===== config.mk =====
export PLATFORM = sky130hd
export DESIGN_NAME = mux_rr_reg
export DESIGN_NICKNAME = d
export VERILOG_FILES = /design/src/rtl/mux_rr_reg.sv
export SDC_FILE = /design/constraint.sdc
export NUM_CORES = 1
export LEC_CHECK = 0
export BUFFER_PORTS_ARGS = -buffer_cell sky130_fd_sc_hd__buf_2
export CAP_MARGIN = 25
export CORE_MARGIN = 3
export CORE_UTILIZATION = 42
export DETAILED_ROUTE_END_ITERATION = 7
export GPL_ROUTABILITY_DRIVEN = 0
export PLACE_DENSITY = 0.73
export RECOVER_POWER = 50
export SLEW_MARGIN = 30
export SYNTH_ARGS = -nofsm -noshare
export SYNTH_HDL_FRONTEND = slang
export SYNTH_SLANG_ARGS = --single-unit

===== constraint.sdc =====
create_clock -name clock -period 3.3 [get_ports clock]
set_input_delay 0.99 -clock clock [delete_from_list [all_inputs] [get_ports clock]]
set_output_delay 0.99 -clock clock [all_outputs]
set_load 0.03 [all_outputs]

===== src/rtl/mux_rr_reg.sv =====
// Registered N-channel select mux with fixed-priority or round-robin arbitration.
// Loads the winning channel's data and index one cycle after the request is sampled.
module mux_rr_reg #(
    parameter  int NCH = 3,
    parameter  int W   = 4,
    localparam int GW  = $clog2(NCH)
) (
    input  logic             clock,
    input  logic             rst_,
    input  logic [NCH*W-1:0] ip,
    input  logic [NCH-1:0]   sel,
    input  logic             rr_mode,
    output logic [W-1:0]     mux_op,
    output logic             op_valid,
    output logic [GW-1:0]    grant
);

    logic [W-1:0]  mux_q, mux_d;
    logic          valid_q, valid_d;
    logic [GW-1:0] grant_q, grant_d;
    logic [GW-1:0] rr_ptr_q, rr_ptr_d;

    logic          any_req;
    logic [GW-1:0] fix_idx;
    logic [NCH-1:0] rot_sel;
    logic [GW-1:0] rot_idx;
    logic [GW:0]   rr_sum;
    logic [GW-1:0] rr_idx;
    logic [GW-1:0] win_idx;
    logic [W-1:0]  win_data;
    logic [GW-1:0] grant_inc;

    // Round-robin search: rotate requests so rr_ptr lands at bit 0, take the
    // lowest set bit, then add the pointer back with an explicit modulo-NCH wrap.
    always_comb begin : pick
        any_req = |sel;
        fix_idx = '0;
        for (int k = NCH - 1; k >= 0; k--) begin
            if (sel[k]) fix_idx = GW'(k);
        end
        rot_sel = NCH'({sel, sel} >> rr_ptr_q);
        rot_idx = '0;
        for (int k = NCH - 1; k >= 0; k--) begin
            if (rot_sel[k]) rot_idx = GW'(k);
        end
        rr_sum = {1'b0, rr_ptr_q} + {1'b0, rot_idx};
        if (rr_sum >= (GW+1)'(NCH)) rr_sum = rr_sum - (GW+1)'(NCH);
        rr_idx  = rr_sum[GW-1:0];
        win_idx = rr_mode ? rr_idx : fix_idx;
        win_data = '0;
        for (int k = 0; k < NCH; k++) begin
            if (win_idx == GW'(k)) win_data = ip[k*W +: W];
        end
    end

    always_comb begin : next_state
        mux_d    = mux_q;
        grant_d  = grant_q;
        valid_d  = any_req;
        rr_ptr_d = rr_ptr_q;
        if (any_req) begin
            mux_d   = win_data;
            grant_d = win_idx;
            // The pointer only advances on round-robin grants; fixed-priority leaves it alone.
            if (rr_mode) rr_ptr_d = (win_idx == GW'(NCH - 1)) ? '0 : win_idx + GW'(1);
        end
    end

    always_ff @(posedge clock) begin
        if (!rst_) begin
            mux_q    <= '0;
            valid_q  <= 1'b0;
            grant_q  <= '0;
            rr_ptr_q <= '0;
        end else begin
            mux_q    <= mux_d;
            valid_q  <= valid_d;
            grant_q  <= grant_d;
            rr_ptr_q <= rr_ptr_d;
        end
    end

    assign mux_op   = mux_q;
    assign op_valid = valid_q;
    assign grant    = grant_q;

    // Expected successor of the current grant under continuous all-request round-robin.
    assign grant_inc = (grant_q == GW'(NCH - 1)) ? '0 : grant_q + GW'(1);

    for (genvar k = 0; k < NCH; k++) begin : g_fixed
        localparam logic [NCH-1:0] LOWER = NCH'((64'(1) << k) - 64'(1));
        a_fixed: assert property (@(posedge clock) disable iff (!rst_)
            (!rr_mode && sel[k] && ((sel & LOWER) == '0))
            |=> (mux_op == $past(ip[k*W +: W]) && grant == GW'(k)))
            else $error("A_FIXED violated on channel %0d", k);
    end

    a_hold: assert property (@(posedge clock) disable iff (!rst_)
        (sel == '0) |=> ($stable(mux_op) && $stable(grant) && !op_valid))
        else $error("A_HOLD violated, channel %0d", grant);

    a_valid: assert property (@(posedge clock) disable iff (!rst_)
        (|sel) |=> op_valid)
        else $error("A_VALID violated, channel %0d", grant);

    a_onehot_legal: assert property (@(posedge clock) disable iff (!rst_)
        op_valid |-> ({1'b0, grant} < (GW+1)'(NCH)))
        else $error("A_ONEHOT_LEGAL violated, channel %0d", grant);

    // Two back-to-back all-request round-robin cycles must grant consecutive channels,
    // which keeps every NCH-long window of grants free of repeats.
    a_rr_fair: assert property (@(posedge clock) disable iff (!rst_)
        (rr_mode && (&sel) && $past(rr_mode && (&sel) && rst_))
        |=> (grant == $past(grant_inc)))
        else $error("A_RR_FAIR violated, channel %0d", grant);

endmodule


==> metrics.md <==
| Metric | Value |
|---|---|
| Fin crit share | 99.0% |
| Status | completed |
| Tot GR Track Use | 18.3% |
| Max-slew violation count | 0 |
| Worst hold slack | 0.501 ns |
| Max_slew headroom | 72.3% |
| # clock sinks | 9 |
| Synth Register Bits | 9 |
| Row count | 13 |
| DRC violation total after the first TritonRoute iteration | 13 |
| Clock transition at path regs | approximately 0.060 ns |
| Unique masters post-synth | 31 |
| IO Count | 25 |
| Share of layout cells above drive strength 1 | 42.2% |
| GR Overflow Total | 0 |
| Root buffer cell | clkbuf_4 |
| Yosys Warn Count | 0 |
| WL per Instance | approximately 13 um |
| CTS Buffer Depth | 2 |
| Via density | 5.53 |
| Minimum clock period | 3.27 ns |
| Core area | 1370 um^2 |
| Final worst clock skew | 0.000483 ns |
| Clock latency on the worst-skew pair | 0.26 ns |
| Total CTS buffers | 3 |
| Layout area overhead | 54.5% |
| Syn_nets | 102 |
| Drt pass-1 iters | 4 |
| Max IR drop VDD | 0.000338 V |
| Die footprint | 2050 um^2 |
| Worst path slowest cell | fa_2 |
| Vias in the first global route | 672 |
| Critical Path RT | 3.49 ns |
| Initial antenna violation count | 0 |
| CP Class | in -> reg |
| Starting density of the core | 47.3% |
| # nets final | roughly 140 |
| CTS tree | yes |
| First-pass GRT wire length | 2860 um |
| Power per cell area | approximately 530 nW/um^2 |
| Final hold viol count | 0 |
| Final wirelength | 1660 um |
| Post-DP HPWL | 1240 um |
| Final ANT Viol Nets | 0 |
| H-Tree Depth | 1 |
| Slew @ Worst Pin | 0.415 ns |
| Horiz. Die Dim | around 45 um |
| Vias | 724 |
| Leakage power | 0.419 nW |
| WP data arrival | 3.46 ns |
| Tot Pwr | 532 uW |
| Worst setup SP type | input pin |
| Maximum clock rate | 306 MHz |
| DR DRC count | 0 |
| Sequential element share of the synthesized area | between 20 and 30% |
| Chip height | 45.2 um |
| Setup-failing EPs final | 0 |
| Worst-path maximum fanout | 5 |
| Largest net degree at the start of global routing | 16 |
| Cts hold-fix bufs | 0 |
| Cells along the critical path | buf_8, nand2b_4, mux2_4, a21oi_2, ha_2, fa_2, ha_4, o31ai_4, o32ai_4, buf_4, a21o_1, a31oi_1 |
| Max-cap violations | 0 |
| Mapped Cells | 81 |
| Slowest cell delay on critical path | roughly 0.48 ns |
| RSZ-0062 raised after global routing | true |
| I/O Buffers | 24 |
| Post-Syn Area | 647 um^2 |
| Mean Syn Cell Area | between 7 and 8 um^2 |
| Setup crit end kind | register |
| ANT cells | 0 |
| Worst hold path class | reg -> reg |
[per-stage QoR]
stage | std cells | TNS [ns] | area (um^2) | worst slack [ns] | utilization (%)
after floorplan | 81 | 0 | 718 | 0.0201 | -
after global placement | 123 | -0.623 | 891 | -0.174 | 65.2
after detailed placement | 123 | -0.961 | 891 | -0.209 | 65.2
after CTS | 127 | 0 | 917 | 0.0491 | 67.1
after global routing | 131 | -0.367 | 1000 | -0.119 | 73.2
final | 131 | 0 | 1000 | 0.0327 | 73.2
[timing repair]
item | 4_1_cts | 5_1_grt
buffers inserted | 0 | 3
endpoints found under the setup margin | 0 | 7
resized for setup | 0 | 11
[state kept, by name, summed over array words and instances, names as in the netlist]
| name | cells |
|---|---|
| op_valid | 1 |
| rr_ptr_q | 2 |
| mux_op | 4 |
| grant | 2 |
[area by class of cell]
class	instances	area, um^2
Clock buffer	4	26.3
Inverter	1	3.75
Fill cell	115	367
Sequential cell	9	180
Timing Repair Buffer	34	205
Tap cell	15	18.8
Multi-Input combinational cell	68	566
[power by group]
group / leakage [nW] / internal, mW / switching (mW)
Combinational: 0.330 / 0.145 / 0.161
Sequential: 0.0745 / 0.127 / 0.0141
Clock: 0.0150 / 0.0466 / 0.0380
Total: 0.419 / 0.319 / 0.213
[layer usage]
| layer | GRT usage (%) | share of wire, % | vias up | wire (um) |
|---|---|---|---|---|
| li1 | - | - | 376 | - |
| met3 | 4.78 | 6.0 | 0 | 99 |
| met4 | 1.75 | 0 | 0 | 0 |
| met2 | 28.8 | 48 | 23 | 794 |
| met1 | 25.8 | 46 | 325 | 762 |
| met5 | 0 | 0 | - | 0 |
[synthesized netlist by cell type]
master | count | area share (%)
and3_2 | 1 | 1.2
nor2_1 | 5 | 2.9
clkbuf_1 | 3 | 1.7
a21oi_1 | 4 | 3.1
o31ai_1 | 1 | 1.2
dfxtp_1 | 9 | 28
nand3_1 | 9 | 7.0
nand2b_2 | 1 | 1.4
a21o_1 | 4 | 4.6
mux2_2 | 1 | 1.7
or3_1 | 2 | 1.9
fa_1 | 1 | 3.1
o32a_1 | 1 | 1.5
ha_1 | 2 | 3.9
mux2i_1 | 2 | 3.1
and2_1 | 1 | 0.97
o22ai_2 | 1 | 1.9
nand2_1 | 4 | 2.3
buf_4 | 1 | 1.2
o22a_1 | 1 | 1.4
a31oi_1 | 4 | 3.9
and2b_1 | 1 | 1.2
a211oi_1 | 2 | 2.3
o32ai_2 | 1 | 2.5
nor2_2 | 1 | 0.97
inv_1 | 1 | 0.58
nand4_1 | 1 | 0.97
nand2b_1 | 4 | 3.9
o21ai_0 | 9 | 7.0
nor4b_1 | 1 | 1.4
nor3_1 | 2 | 1.5
[worst max-delay path: cells and delay by family]
kind	cells	cell delay [ns]
AOI/OAI and AO/OA	5	0.93
and+or+nand+nor	1	0.14
buffers and inverters	2	0.25
muxes	1	0.26
adders and majority gates	3	0.88
[cells by family (layout without fill, tap and decap cells)]
logic type | count (synthesis) | after routing | share of synthesized area [%]
adder cells (fa/ha/maj) | 3 | 3 | 6.96
flip-flops | 9 | 9 | 27.9
multiplexers | 3 | 3 | 4.84
buffers and inverters | 5 | 39 | 3.48
AND/OR/NAND/NOR | 33 | 33 | 27.5
AO/OA/AOI/OAI | 28 | 29 | 29.4
[worst paths after layout]
check             slack (ns)                      from  cells after the start                endpoint
setup / recovery        0.03                    sel[0]                     12  mux_op[3]$_SDFFE_PN0N_
hold / removal          0.50     grant[0]$_SDFFE_PN0N_                      2   grant[0]$_SDFFE_PN0N_
setup reg to reg        0.43  rr_ptr_q[1]$_SDFFE_PN0P_                     10  mux_op[3]$_SDFFE_PN0N_
hold reg to reg         0.50     grant[0]$_SDFFE_PN0N_                      2   grant[0]$_SDFFE_PN0N_
[cells in the final DEF (no fill, tap or decap), types with 3 or more instances in the layout]
master and instances:
clkbuf_4 3, nand2b_4 3, nand3_1 9, a21oi_1 3, dfxtp_1 9, buf_2 17
clkbuf_1 6, nand2_1 4, buf_4 10, a21o_1 4, nor2_1 3, o21ai_0 8
a31oi_1 4
Note: power is estimated with default switching activity, not from simulation.
